==> src/rtl/mem_arb_pkg.sv <==
// Shared definitions for the two-requester memory port arbiter:
// state encoding, requester IDs and the data returned on a forced completion.
package mem_arb_pkg;

    localparam logic [1:0] ST_IDLE    = 2'd0;
    localparam logic [1:0] ST_GNT_CPU = 2'd1;
    localparam logic [1:0] ST_GNT_VEC = 2'd2;

    typedef enum logic [0:0] {
        REQ_CPU = 1'b0,
        REQ_VEC = 1'b1
    } req_id_e;

    localparam logic [31:0] TIMEOUT_RDATA = 32'h0000_0000;

    function automatic logic [1:0] req_onehot(input req_id_e id);
        return (id == REQ_CPU) ? 2'b01 : 2'b10;
    endfunction

endpackage

==> src/rtl/mem_port_arbiter_if.sv <==
// Native picorv32-style memory handshake bundle; master drives the request,
// slave answers with ready/rdata.
interface mem_port_arbiter_if;
    logic        mem_valid;
    logic        mem_instr;
    logic [31:0] mem_addr;
    logic [31:0] mem_wdata;
    logic [3:0]  mem_wstrb;
    logic        mem_ready;
    logic [31:0] mem_rdata;

    modport master (
        output mem_valid, mem_instr, mem_addr, mem_wdata, mem_wstrb,
        input  mem_ready, mem_rdata
    );

    modport slave (
        input  mem_valid, mem_instr, mem_addr, mem_wdata, mem_wstrb,
        output mem_ready, mem_rdata
    );
endinterface

==> src/rtl/mem_arb_rr_pick.sv <==
// Combinational two-way round-robin picker: among valid, non-excluded
// requesters, a tie goes to the one that was not granted last.
module mem_arb_rr_pick
    import mem_arb_pkg::*;
(
    input  logic [1:0] valid_i,
    input  req_id_e    last_grant_i,
    input  logic [1:0] exclude_i,
    output logic [1:0] grant_o
);

    logic [1:0] cand_s;

    assign cand_s = valid_i & ~exclude_i;

    // Pick one candidate, alternating on a tie
    always_comb begin
        grant_o = 2'b00;
        case (cand_s)
            2'b01:   grant_o = 2'b01;
            2'b10:   grant_o = 2'b10;
            2'b11:   grant_o = ~req_onehot(last_grant_i);
            default: grant_o = 2'b00;
        endcase
    end

endmodule

==> src/rtl/mem_port_arbiter.sv <==
// Shares one memory port between the core bus and the vector load/store bus.
// Optional watchdog on unanswered transfers: define MEM_ARB_TIMEOUT_EN.
module mem_port_arbiter
    import mem_arb_pkg::*;
#(
    parameter int TIMEOUT_CYCLES = 64
) (
    input  logic                clk,
    input  logic                reset,
    mem_port_arbiter_if.slave   cpu,
    mem_port_arbiter_if.slave   vec,
    mem_port_arbiter_if.master  mem,
    output logic                timeout_err
);

    logic [1:0]  state_q, state_d;
    req_id_e     last_q, last_d;
    logic        valid_q, valid_d;
    logic        instr_q, instr_d;
    logic [31:0] addr_q, addr_d;
    logic [31:0] wdata_q, wdata_d;
    logic [3:0]  wstrb_q, wstrb_d;

    logic        granted_s;
    logic        serve_cpu_s;
    logic        serve_vec_s;
    logic        timeout_hit_s;
    logic        completion_s;
    logic        arbitrate_s;
    logic [1:0]  exclude_s;
    logic [1:0]  grant_s;

    assign granted_s    = (state_q != ST_IDLE);
    assign serve_cpu_s  = (state_q == ST_GNT_CPU);
    assign serve_vec_s  = (state_q == ST_GNT_VEC);
    assign completion_s = granted_s && (mem.mem_ready || timeout_hit_s);
    assign arbitrate_s  = !granted_s || completion_s;
    // The just-served requester still shows valid during its completion cycle
    assign exclude_s    = !completion_s ? 2'b00 :
                          (serve_cpu_s ? 2'b01 : 2'b10);

`ifdef MEM_ARB_TIMEOUT_EN
    localparam int CNT_W = $clog2(TIMEOUT_CYCLES + 1);
    logic [CNT_W-1:0] wait_cnt_q;

    assign timeout_hit_s = granted_s && !mem.mem_ready &&
                           (wait_cnt_q == CNT_W'(TIMEOUT_CYCLES - 1));

    // Count granted cycles without a memory answer; restart on every grant
    always_ff @(posedge clk or posedge reset) begin
        if (reset) begin
            wait_cnt_q <= '0;
        end else if (!granted_s || completion_s) begin
            wait_cnt_q <= '0;
        end else begin
            wait_cnt_q <= wait_cnt_q + CNT_W'(1);
        end
    end
`else
    assign timeout_hit_s = 1'b0;
`endif

    mem_arb_rr_pick u_pick (
        .valid_i      ({vec.mem_valid, cpu.mem_valid}),
        .last_grant_i (last_q),
        .exclude_i    (exclude_s),
        .grant_o      (grant_s)
    );

    // Next grant and request-field latching
    always_comb begin
        state_d = state_q;
        last_d  = last_q;
        instr_d = instr_q;
        addr_d  = addr_q;
        wdata_d = wdata_q;
        wstrb_d = wstrb_q;
        if (arbitrate_s) begin
            case (grant_s)
                2'b01: begin
                    state_d = ST_GNT_CPU;
                    last_d  = REQ_CPU;
                    instr_d = cpu.mem_instr;
                    addr_d  = cpu.mem_addr;
                    wdata_d = cpu.mem_wdata;
                    wstrb_d = cpu.mem_wstrb;
                end
                2'b10: begin
                    state_d = ST_GNT_VEC;
                    last_d  = REQ_VEC;
                    instr_d = 1'b0;
                    addr_d  = vec.mem_addr;
                    wdata_d = vec.mem_wdata;
                    wstrb_d = vec.mem_wstrb;
                end
                default: state_d = ST_IDLE;
            endcase
        end else begin
            state_d = state_q;
        end
        valid_d = (state_d != ST_IDLE);
    end

    // Arbiter state and downstream request registers
    always_ff @(posedge clk or posedge reset) begin
        if (reset) begin
            state_q <= ST_IDLE;
            last_q  <= REQ_VEC;
            valid_q <= 1'b0;
            instr_q <= 1'b0;
            addr_q  <= 32'h0;
            wdata_q <= 32'h0;
            wstrb_q <= 4'h0;
        end else begin
            state_q <= state_d;
            last_q  <= last_d;
            valid_q <= valid_d;
            instr_q <= instr_d;
            addr_q  <= addr_d;
            wdata_q <= wdata_d;
            wstrb_q <= wstrb_d;
        end
    end

    assign mem.mem_valid = valid_q;
    assign mem.mem_instr = instr_q;
    assign mem.mem_addr  = addr_q;
    assign mem.mem_wdata = wdata_q;
    assign mem.mem_wstrb = wstrb_q;

    assign cpu.mem_ready = completion_s && serve_cpu_s;
    assign vec.mem_ready = completion_s && serve_vec_s;
    assign cpu.mem_rdata = (timeout_hit_s && serve_cpu_s) ? TIMEOUT_RDATA : mem.mem_rdata;
    assign vec.mem_rdata = (timeout_hit_s && serve_vec_s) ? TIMEOUT_RDATA : mem.mem_rdata;
    assign timeout_err   = timeout_hit_s;

endmodule

==> src/flat_wrapper.sv <==
// flat-port wrapper written by rule: the top's interface ports become plain ports
module mem_port_arbiter_flat import mem_arb_pkg::*;
#(
    parameter int TIMEOUT_CYCLES = 64
)
  (clk, reset, timeout_err, cpu_mem_valid, cpu_mem_instr, cpu_mem_addr, cpu_mem_wdata, cpu_mem_wstrb, cpu_mem_ready, cpu_mem_rdata, vec_mem_valid, vec_mem_instr, vec_mem_addr, vec_mem_wdata, vec_mem_wstrb, vec_mem_ready, vec_mem_rdata, mem_mem_valid, mem_mem_instr, mem_mem_addr, mem_mem_wdata, mem_mem_wstrb, mem_mem_ready, mem_mem_rdata);
  mem_port_arbiter_if cpu_i ();
  mem_port_arbiter_if vec_i ();
  mem_port_arbiter_if mem_i ();
  input  logic clk;
  input  logic reset;
  output logic timeout_err;
  input wire logic [$bits(cpu_i.mem_valid)-1:0] cpu_mem_valid;
  input wire logic [$bits(cpu_i.mem_instr)-1:0] cpu_mem_instr;
  input wire logic [$bits(cpu_i.mem_addr)-1:0] cpu_mem_addr;
  input wire logic [$bits(cpu_i.mem_wdata)-1:0] cpu_mem_wdata;
  input wire logic [$bits(cpu_i.mem_wstrb)-1:0] cpu_mem_wstrb;
  output wire logic [$bits(cpu_i.mem_ready)-1:0] cpu_mem_ready;
  output wire logic [$bits(cpu_i.mem_rdata)-1:0] cpu_mem_rdata;
  input wire logic [$bits(vec_i.mem_valid)-1:0] vec_mem_valid;
  input wire logic [$bits(vec_i.mem_instr)-1:0] vec_mem_instr;
  input wire logic [$bits(vec_i.mem_addr)-1:0] vec_mem_addr;
  input wire logic [$bits(vec_i.mem_wdata)-1:0] vec_mem_wdata;
  input wire logic [$bits(vec_i.mem_wstrb)-1:0] vec_mem_wstrb;
  output wire logic [$bits(vec_i.mem_ready)-1:0] vec_mem_ready;
  output wire logic [$bits(vec_i.mem_rdata)-1:0] vec_mem_rdata;
  output wire logic [$bits(mem_i.mem_valid)-1:0] mem_mem_valid;
  output wire logic [$bits(mem_i.mem_instr)-1:0] mem_mem_instr;
  output wire logic [$bits(mem_i.mem_addr)-1:0] mem_mem_addr;
  output wire logic [$bits(mem_i.mem_wdata)-1:0] mem_mem_wdata;
  output wire logic [$bits(mem_i.mem_wstrb)-1:0] mem_mem_wstrb;
  input wire logic [$bits(mem_i.mem_ready)-1:0] mem_mem_ready;
  input wire logic [$bits(mem_i.mem_rdata)-1:0] mem_mem_rdata;
  assign cpu_i.mem_valid = cpu_mem_valid;
  assign cpu_i.mem_instr = cpu_mem_instr;
  assign cpu_i.mem_addr = cpu_mem_addr;
  assign cpu_i.mem_wdata = cpu_mem_wdata;
  assign cpu_i.mem_wstrb = cpu_mem_wstrb;
  assign cpu_mem_ready = cpu_i.mem_ready;
  assign cpu_mem_rdata = cpu_i.mem_rdata;
  assign vec_i.mem_valid = vec_mem_valid;
  assign vec_i.mem_instr = vec_mem_instr;
  assign vec_i.mem_addr = vec_mem_addr;
  assign vec_i.mem_wdata = vec_mem_wdata;
  assign vec_i.mem_wstrb = vec_mem_wstrb;
  assign vec_mem_ready = vec_i.mem_ready;
  assign vec_mem_rdata = vec_i.mem_rdata;
  assign mem_mem_valid = mem_i.mem_valid;
  assign mem_mem_instr = mem_i.mem_instr;
  assign mem_mem_addr = mem_i.mem_addr;
  assign mem_mem_wdata = mem_i.mem_wdata;
  assign mem_mem_wstrb = mem_i.mem_wstrb;
  assign mem_i.mem_ready = mem_mem_ready;
  assign mem_i.mem_rdata = mem_mem_rdata;
  mem_port_arbiter #(.TIMEOUT_CYCLES(TIMEOUT_CYCLES)) u_core (.clk(clk), .reset(reset), .cpu(cpu_i), .vec(vec_i), .mem(mem_i), .timeout_err(timeout_err));
endmodule
==> config.mk <==
export PLATFORM = sky130hd
export DESIGN_NAME = mem_port_arbiter_flat
export DESIGN_NICKNAME = d
export VERILOG_FILES = /design/src/rtl/mem_arb_pkg.sv /design/src/rtl/mem_port_arbiter_if.sv /design/src/rtl/mem_arb_rr_pick.sv /design/src/rtl/mem_port_arbiter.sv /design/src/flat_wrapper.sv
export SDC_FILE = /design/constraint.sdc
export NUM_CORES = 1
export LEC_CHECK = 0
export CAP_MARGIN = 40
export CORE_ASPECT_RATIO = 0.7
export CORE_MARGIN = 10
export CORE_UTILIZATION = 31
export CTS_CLUSTER_DIAMETER = 80
export DETAILED_ROUTE_END_ITERATION = 6
export PLACE_DENSITY_LB_ADDON = 0.25
export SKIP_LAST_GASP = 1
export SLEW_MARGIN = 20
export SYNTH_ARGS = -nofsm -noshare
export SYNTH_HDL_FRONTEND = slang
export SYNTH_SLANG_ARGS = --single-unit
export TNS_END_PERCENT = 20
==> constraint.sdc <==
create_clock -name clk -period 2 [get_ports clk]
set_input_delay 0.2 -clock clk [delete_from_list [all_inputs] [get_ports clk]]
set_output_delay 0.2 -clock clk [all_outputs]
set_load 0.02 [all_outputs]
# Word level (Yosys, flattened, before mapping)
# Index checks and enable logic that the tools add are counted.
# op_classes
eq_ne	7
mux	11
bitwise	3
reduce_logical	9
# op_table
cell	n
$pmux W32 S2	2
$eq A2 B2 Y1 const B	4
$mux W2	4
$pmux W4 S2	1
$eq A2 B1 Y1 const B	3
$pmux W2 S3	1
$reduce_bool A2 Y1	3
$not A2 Y2	2
$pmux W1 S2	2
$pmux W2 S2	1
$logic_and A1 B1 Y1	3
$and A2 B2 Y2	1
$reduce_and A2 Y1	1
$logic_not A1 Y1	1
$logic_or A1 B1 Y1	1
# word_totals
regBits	73
inputBits	175
out_inout_bits	137
elab_cells	37

# Logic depth before layout (Yosys ltp)
# Gate-level depths: netlist (run 1).
# depth
depth_word	11
depth_mapped	8
ltp_nobuf	6

# Modules after synthesis
# Synthesis (run 1) repeated with hierarchy kept, for this count alone.
# unflattened
cells_unflattened	316
hier_area_um2	4219.0
# by_module_without_submodules
module	n_inst	cells_per_inst	area_each_um2	seq_area_each_um2
mem_port_arbiter	1	312	4186.5	1828.0
mem_arb_rr_pick	1	4	32.5	0.0

# Least setup slack after synthesis (run 1)
# No wires, ideal clock.
# synth_path
kind	reg2reg
startpoint	register u_core.last_q
endpoint	register u_core.wdata_q[10], in the netlist u_core.mem.mem_wdata[10]
setup_time_ns	0.125
t_arrival_ns	1.839
required_time_ns	1.875
path_slack_ns	0.036
path_stages_with_launch	8
path_buffers	2
period_less_slack_ns	1.964
path_cell_list	dfstp_2 -> o21ai_0 -> a21boi_0 -> ha_1 -> nor2_8 -> buf_6 -> buf_8 -> mux2_4
# synth_between
elab_chain_cells	6
word_cells_on_any_way	8
classes_between	2 x eq/ne; 3 x mux; 1 x bitwise; 2 x reduce/logical
# synth_rtl
element	line	rtl
start: declaration	mem_port_arbiter.sv:17	req_id_e last_q, last_d;
start signal: assignment	mem_port_arbiter.sv:116	last_q <= last_d;
$mux W2 (*)	mem_arb_pkg.sv:17	return (id == REQ_CPU) ? 2'b01 : 2'b10;
$not A2 Y2 (*)	mem_arb_rr_pick.sv:22	2'b11: grant_o = ~req_onehot(last_grant_i);
$pmux W2 S3 (*)	mem_arb_rr_pick.sv:19	case (cand_s)
$eq A2 B1 Y1 / $eq A2 B2 Y1 (equally long branches)	mem_port_arbiter.sv:79	case (grant_s)
$reduce_bool A2 Y1 (no source line)	--	
$reduce_and A2 Y1 (no source line)	--	
end signal: assignment	mem_port_arbiter.sv:120	wdata_q <= wdata_d;
end: declaration	mem_port_arbiter.sv:21	logic [31:0] wdata_q, wdata_d;
# Mark *: on every way between the ends. The rest lies on a longest branch, timed or not.
# A chain may end at the register's enable or synchronous reset.

# Worst setup path in the final report (run 1)
# layout_path
startpoint	register u_core.last_q
endpoint	register u_core.wdata_q[25], in the netlist u_core.mem.mem_wdata[25]
# The elaborated chain is that of the path after synthesis.

==> results of run 1 <==
-- synth_stat cells (all sizes together) --
library cell and count:
conb 1, o41ai 1, dfstp 1, mux2 137, a21boi 1, inv 3, a21bo 1, nand2 6
ha 2, and3 1, nand3 2, o21ba 1, nand2b 2, o21ai 2, buf 80, dfrtp 72
nand4b 1, nor2 3
-- per-stage QoR --
step | hold WS [ns] | setup TNS, ns | util | cells | area [um^2]
after detailed placement | 0.4002 | -21.77 | 0.4685 | 651 | 6176
after CTS | 0.1717 | -1.798 | 0.4909 | 666 | 6471
after floorplan | 0.3357 | 0 | - | 317 | 4184
after global routing | 0.1817 | -0.5402 | 0.5229 | 687 | 6893
after global placement | 0.4002 | -21.24 | 0.4685 | 651 | 6176
final | 0.1767 | 0 | 0.5229 | 687 | 6893
-- sequential cells by signal (all words and copies together), names as in the netlist --
signal                count
u_core.mem.mem_wdata     32
u_core.last_q             1
u_core.mem.mem_valid      1
u_core.mem.mem_wstrb      4
u_core.mem.mem_addr      32
u_core.mem.mem_instr      1
u_core.state_q            2
-- power by group through the flow --
stage	clock, mW	combinational (mW)	sequential (mW)
after global placement	0	5.04	2.62
final	1.59	5.71	2.65
after CTS	1.64	5.11	2.65
after detailed placement	0	5.10	2.65
after global routing	1.72	6.03	2.76
after floorplan	0	2.02	3.53
-- layer usage --
layer / part of all wire / up-vias / routed length [um] / global-route usage
met1: 0.43 / 1410 / 5867 / 0.1354
met5: 0 / - / 0 / 0
met2: 0.46 / 145 / 6321 / 0.1925
met3: 0.10 / 26 / 1373 / 0.07582
met4: 0.012 / 0 / 163 / 0.03602
li1: - / 1408 / - / -
-- worst min-delay path by stage --
stage	startpoint	end	slack (ns)	cells after the start
after global routing	reset	u_core.mem.mem_addr[20]	0.18	2
after detailed placement	mem_mem_rdata[29]	cpu_mem_rdata[29]	0.40	0
after floorplan	cpu_mem_instr	u_core.mem.mem_instr	0.34	2
after CTS	reset	u_core.mem.mem_instr	0.17	2
after global placement	mem_mem_rdata[29]	cpu_mem_rdata[29]	0.40	0
final	reset	u_core.mem.mem_addr[20]	0.18	2
-- worst reg2reg max path: stages, from the launching register on --
cell,delay (ns)
dfstp_2,0.55
o21ai_2,0.06
a21bo_2,0.23
ha_4,0.17
buf_12,0.15
clkbuf_16,0.17
mux2_2,0.28
mux2_2,0.26
-- timing repair --
action,in CTS,in global routing
gates cloned,0,15
gates resized for setup,0,16
endpoints found under the setup margin,58,69
setup buffers,0,6
pin swaps,0,4
-- kinds of logic (layout without fill, tap and decap cells) --
logic type,after synthesis,after routing,share of synthesized area
fa+ha+maj,2,2,0.005985
flops,73,73,0.4373
buf+inv,83,268,0.1443
compound gates,6,6,0.01257
other cells,1,1,0.0008971
simple gates,15,15,0.02095
mux,137,137,0.3780
-- layout make-up --
type	count	area, um^2	share of cell area
clock buffers	10	239.0	0.03467
repair buffers	250	2723	0.3950
flip-flops and latches	73	1828	0.2652
well taps	185	231.5	0.03358
inverters	3	15.01	0.002178
multi-input cells	161	1800	0.2612
clock inverters	5	56.30	0.008168
==> results.json, run 1 <==
{
  "numCtsBuffers": 9,
  "path_buf_inv": 2,
  "n_fill_cell": 1141,
  "n_antenna_cell": 0,
  "grt.total_usage": 0.1220,
  "cp-end-kind": "flop",
  "crit_start": "u_core.last_q",
  "start_util": 0.3171,
  "wire_per_inst_um": 19.98,
  "cts_buffer_depth": 2,
  "clk_pin_slew_ns": 0.06,
  "hold_viol": 0,
  "core_region_area_um2": 13180,
  "layout_setup_ws_ns": 0.01584,
  "syn_avg_cell_area_um2": 13.19,
  "required_ns": 2.21,
  "r2r_cells": 7,
  "reg2reg_to": "u_core.mem.mem_wdata[25]",
  "ys_seq_elements": 73,
  "area_growth_pct": 64.89,
  "skew_ns": 0.004627,
  "p_seq_frac": 0.267,
  "p_int_mw": 6.530,
  "cpPeakStageDelay_ns": 0.55,
  "r2r_start": "u_core.last_q",
  "dpl_worst_slack_ns": -0.3326,
  "yosysTopAreaCell": "dfrtp_1",
  "wl_mm": 13.73,
  "die_w_um": 158.8,
  "p_per_area_nw_per_um2": 1442,
  "ctsHoldBuffers": 0,
  "leakagePower_nw": 2.793,
  "insertion_delay_ns": 0.33,
  "p_clk_frac": 0.160,
  "maxSlewViolCount": 0,
  "synth_seq_area_share": 0.4373,
  "start_kind": "flop",
  "power_frac_comb": 0.574,
  "yosysWarnings": 0,
  "drive_above_1_share": 0.4004,
  "max-vdd-ir-drop_v": 0.0006251,
  "dieHeight_um": 117.2,
  "yosysUniqueCellTypes": 23,
  "min_period_ns": 1.984,
  "critPathArrivalTime_ns": 2.19,
  "maxCapViolCount": 0,
  "final_common_cell": "clkdlybuf4s50_1",
  "reg2reg_setup_slack_ns": 0.02,
  "finalCritPeriodShare": 0.9921,
  "setup.worst_path.class": "flop to flop",
  "drtIter0Drc": 75,
  "finalSetupViolCount": 0,
  "htree_levels": 3,
  "cp_cell_sequence": "o21ai_2 > a21bo_2 > ha_4 > buf_12 > clkbuf_16 > mux2_2 > mux2_2",
  "critPathTopFamily": "flip-flops",
  "die_area_um2": 18600,
  "cp_num_cells": 7,
  "antenna_found_initial": 0,
  "grt_pass1_wl_mm": 17.91,
  "syn_area_um2": 4180,
  "root_buffer": "clkbuf_16",
  "crit_end": "u_core.mem.mem_wdata[25]",
  "p_sw_frac": 0.3433,
  "rsz0062_at_grt": "yes",
  "io_buffers": 213,
  "drc": 0,
  "synth.area.top_cells": "dfrtp_1 (43%), mux2_2 (34%), buf_4 (13%), mux2_4 (3.6%), buf_2 (0.96%)",
  "numClockSinks": 73,
  "grt_max_degree": 40,
  "globalRoute.totalOverflow": 0,
  "path_max_fanout": 10,
  "layout.nets": 675,
  "netlist.area_leader.share": 0.4310,
  "grt_pass1_vias": 3262,
  "cp_slowest_cell": "dfstp_2",
  "rows": 35,
  "hold_path_class": "input pin to asynchronous set/reset pin",
  "p_switching_mw": 3.413,
  "status": "complete, no violations",
  "cts_tree": "built",
  "place.gp.congestion": 0.6953,
  "layout_common_cells": "clkdlybuf4s50_1 (212), mux2_2 (125), dfrtp_1 (72), clkbuf_16 (19)",
  "finalPower_mw": 9.942,
  "cp_common_cell": "mux2_2",
  "dp_hpwl_mm": 9.580,
  "synth_fp_nets": 494,
  "max_freq_mhz": 504.0,
  "ant_nets": 0,
  "via_count": 2989,
  "avgViaCountPerCell": 4.351,
  "firstDrtPassIters": 4,
  "synth_cells": 317,
  "io_pins": 312
}
No activity file was read; power rests on OpenSTA's default activity.
==> run 2: changes to the inputs <==
Settings changed: GPL_TIMING_DRIVEN set to 0.
==> run 2 against run 1 <==
Compared with the run above:
- final cell count increased by 18%
- wire length increased by 8.3%
- combinational power about the same
- fmax about the same
- sequential share of layout area decreased by 3.3 points
- first-iteration DRC count increased by 44%
- worst hold slack improved by 0.059 ns
- non-clock buffer count increased by 120
- critical path type unchanged
- final area increased by 14%
- worst setup slack about the same
- flip-flop and latch count unchanged
==> results.json, run 2 (same netlist as run 1, synthesis figures left out) <==
{
  "numCtsBuffers": 9,
  "rsz0062_at_grt": "yes",
  "crit_end": "u_core.mem.mem_addr[4]",
  "required_ns": 2.21,
  "maxCapViolCount": 0,
  "drtIter0Drc": 108,
  "max_freq_mhz": 504.0,
  "critPathArrivalTime_ns": 2.19,
  "max-vdd-ir-drop_v": 0.0006135,
  "r2r_cells": 7,
  "r2r_start": "u_core.last_q",
  "min_period_ns": 1.984,
  "p_clk_frac": 0.160,
  "globalRoute.totalOverflow": 0,
  "cpPeakStageDelay_ns": 0.56,
  "cp_cell_sequence": "o21ai_2 > a21bo_2 > ha_4 > clkbuf_16 > buf_8 > mux2_4 > mux2_4",
  "antenna_found_initial": 0,
  "cp-end-kind": "flop",
  "core_region_area_um2": 13180,
  "reg2reg_to": "u_core.mem.mem_addr[4]",
  "status": "complete, no violations",
  "start_util": 0.3171,
  "finalCritPeriodShare": 0.9920,
  "cp_common_cell": "mux2_4",
  "n_antenna_cell": 0,
  "p_seq_frac": 0.265,
  "drc": 0,
  "grt_pass1_vias": 3659,
  "grt_pass1_wl_mm": 21.52,
  "final_common_cell": "clkdlybuf4s50_1",
  "wire_per_inst_um": 18.39,
  "crit_start": "u_core.last_q",
  "leakagePower_nw": 3.278,
  "firstDrtPassIters": 4,
  "ant_nets": 0,
  "insertion_delay_ns": 0.33,
  "grtUsageMet3": 0.07827,
  "clk_pin_slew_ns": 0.06,
  "layout.nets": 795,
  "wl_mm": 14.86,
  "cp_slowest_cell": "dfstp_2",
  "path_max_fanout": 5,
  "p_sw_frac": 0.3457,
  "dpl_worst_slack_ns": -0.6070,
  "hold_path_class": "input pin to asynchronous set/reset pin",
  "avgViaCountPerCell": 4.244,
  "n_fill_cell": 1068,
  "p_int_mw": 6.493,
  "dieHeight_um": 117.2,
  "met2_usage": 0.2578,
  "layout_common_cells": "clkdlybuf4s50_1 (276), mux2_2 (123), buf_4 (75), dfrtp_1 (72)",
  "place.gp.congestion": 0.7178,
  "start_kind": "flop",
  "hold_viol": 0,
  "fin_setup_tns_ns": 0,
  "finalSetupViolCount": 0,
  "grt.total_usage": 0.1480,
  "maxSlewViolCount": 0,
  "numClockSinks": 73,
  "regArea_um2": 1828,
  "grt_most_used_layer": "met2",
  "dp_hpwl_mm": 12.24,
  "area_growth_pct": 88.57,
  "multi_input_area_um2": 1812,
  "cts_tree": "built",
  "p_per_area_nw_per_um2": 1259,
  "cts_buffer_depth": 2,
  "root_buffer": "clkbuf_16",
  "met1_usage": 0.1568,
  "drive_above_1_share": 0.4141,
  "skew_ns": 0.004315,
  "rows": 35,
  "setup.worst_path.class": "flop to flop",
  "io_pins": 312,
  "io_buffers": 277,
  "reg2reg_setup_slack_ns": 0.02,
  "grt_max_degree": 30,
  "htree_levels": 3,
  "ctsHoldBuffers": 0,
  "die_area_um2": 18600,
  "p_switching_mw": 3.431,
  "layout_setup_ws_ns": 0.01599,
  "power_frac_comb": 0.575,
  "die_w_um": 158.8,
  "via_count": 3429
}
run 2: cell count changes in the layout (fill, tap and decap cells not counted), moves of 2 or more:
cell | before | now
buf_8 | 0 | 4
buf_4 | 12 | 75
mux2_4 | 12 | 14
clkbuf_16 | 19 | 14
mux2_2 | 125 | 123
clkdlybuf4s50_1 | 212 | 276
buf_6 | 6 | 0
run 2: how the worst min path moves through the flow:
| stage | startpoint | to | depth (start not counted) |
|---|---|---|---|
| 2_1_floorplan | cpu_mem_instr | u_core.mem.mem_instr | 2 |
| 3_3_place_gp | u_core.mem.mem_addr[2] | u_core.mem.mem_addr[2] | 1 |
| 3_5_place_dp | u_core.mem.mem_wdata[1] | u_core.mem.mem_wdata[1] | 1 |
| 4_1_cts | reset | u_core.mem.mem_wdata[14] | 2 |
| 5_1_grt | reset | u_core.mem.mem_addr[22] | 2 |
| 6_report | reset | u_core.mem.mem_addr[22] | 2 |
run 2: per-stage QoR:
step	hold WS, ns	utilization	cells	cell area, um^2	power (mW)
2_1_floorplan	0.3357	-	317	4184	5.553
3_3_place_gp	0.4881	0.5453	779	7188	7.901
3_5_place_dp	0.4933	0.5484	781	7228	7.997
4_1_cts	0.2391	0.5792	800	7635	9.812
5_1_grt	0.2602	0.5980	808	7883	10.47
6_report	0.2355	0.5980	808	7883	9.924
run 2: power groups by stage:
stage                     Clock (mW)  Combinational, mW  Sequential [mW]
final                           1.59               5.70             2.63
after global routing            1.71               6.03             2.74
after CTS                       1.65               5.53             2.63
after detailed placement           0               5.35             2.65
after global placement             0               5.29             2.61
after floorplan                    0               2.02             3.53
run 2: what timing repair did:
item,in CTS,in global routing
setup buffers,3,3
pin swaps,3,4
gates cloned,0,5
setup endpoints to repair,70,69
gates resized for setup,25,23
run 2: metal layers:
layer	part of all wire	up-vias	wire, um
met5	0	-	0
met4	0.0094	0	140
met3	0.11	9	1582
met2	0.50	170	7499
met1	0.38	1613	5638
li1	-	1637	-
run 2: area by class of cell:
cell class                 instances  area share
timing repair buffer             290      0.3798
sequential                        73      0.2319
multi-input combinational        161      0.2298
buffer                            80     0.08952
tap                              185     0.02937
clock buffer                      10     0.02905
clock inverter                     6    0.008571
inverter                           3    0.001905
run 2: worst max-delay path, delay by kind of cell (launching register included):
| kind | cells | cell delay (ns) |
|---|---|---|
| flops | 1 | 0.56 |
| mux | 2 | 0.56 |
| buf+inv | 2 | 0.29 |
| compound gates | 2 | 0.29 |
| fa+ha+maj | 1 | 0.18 |
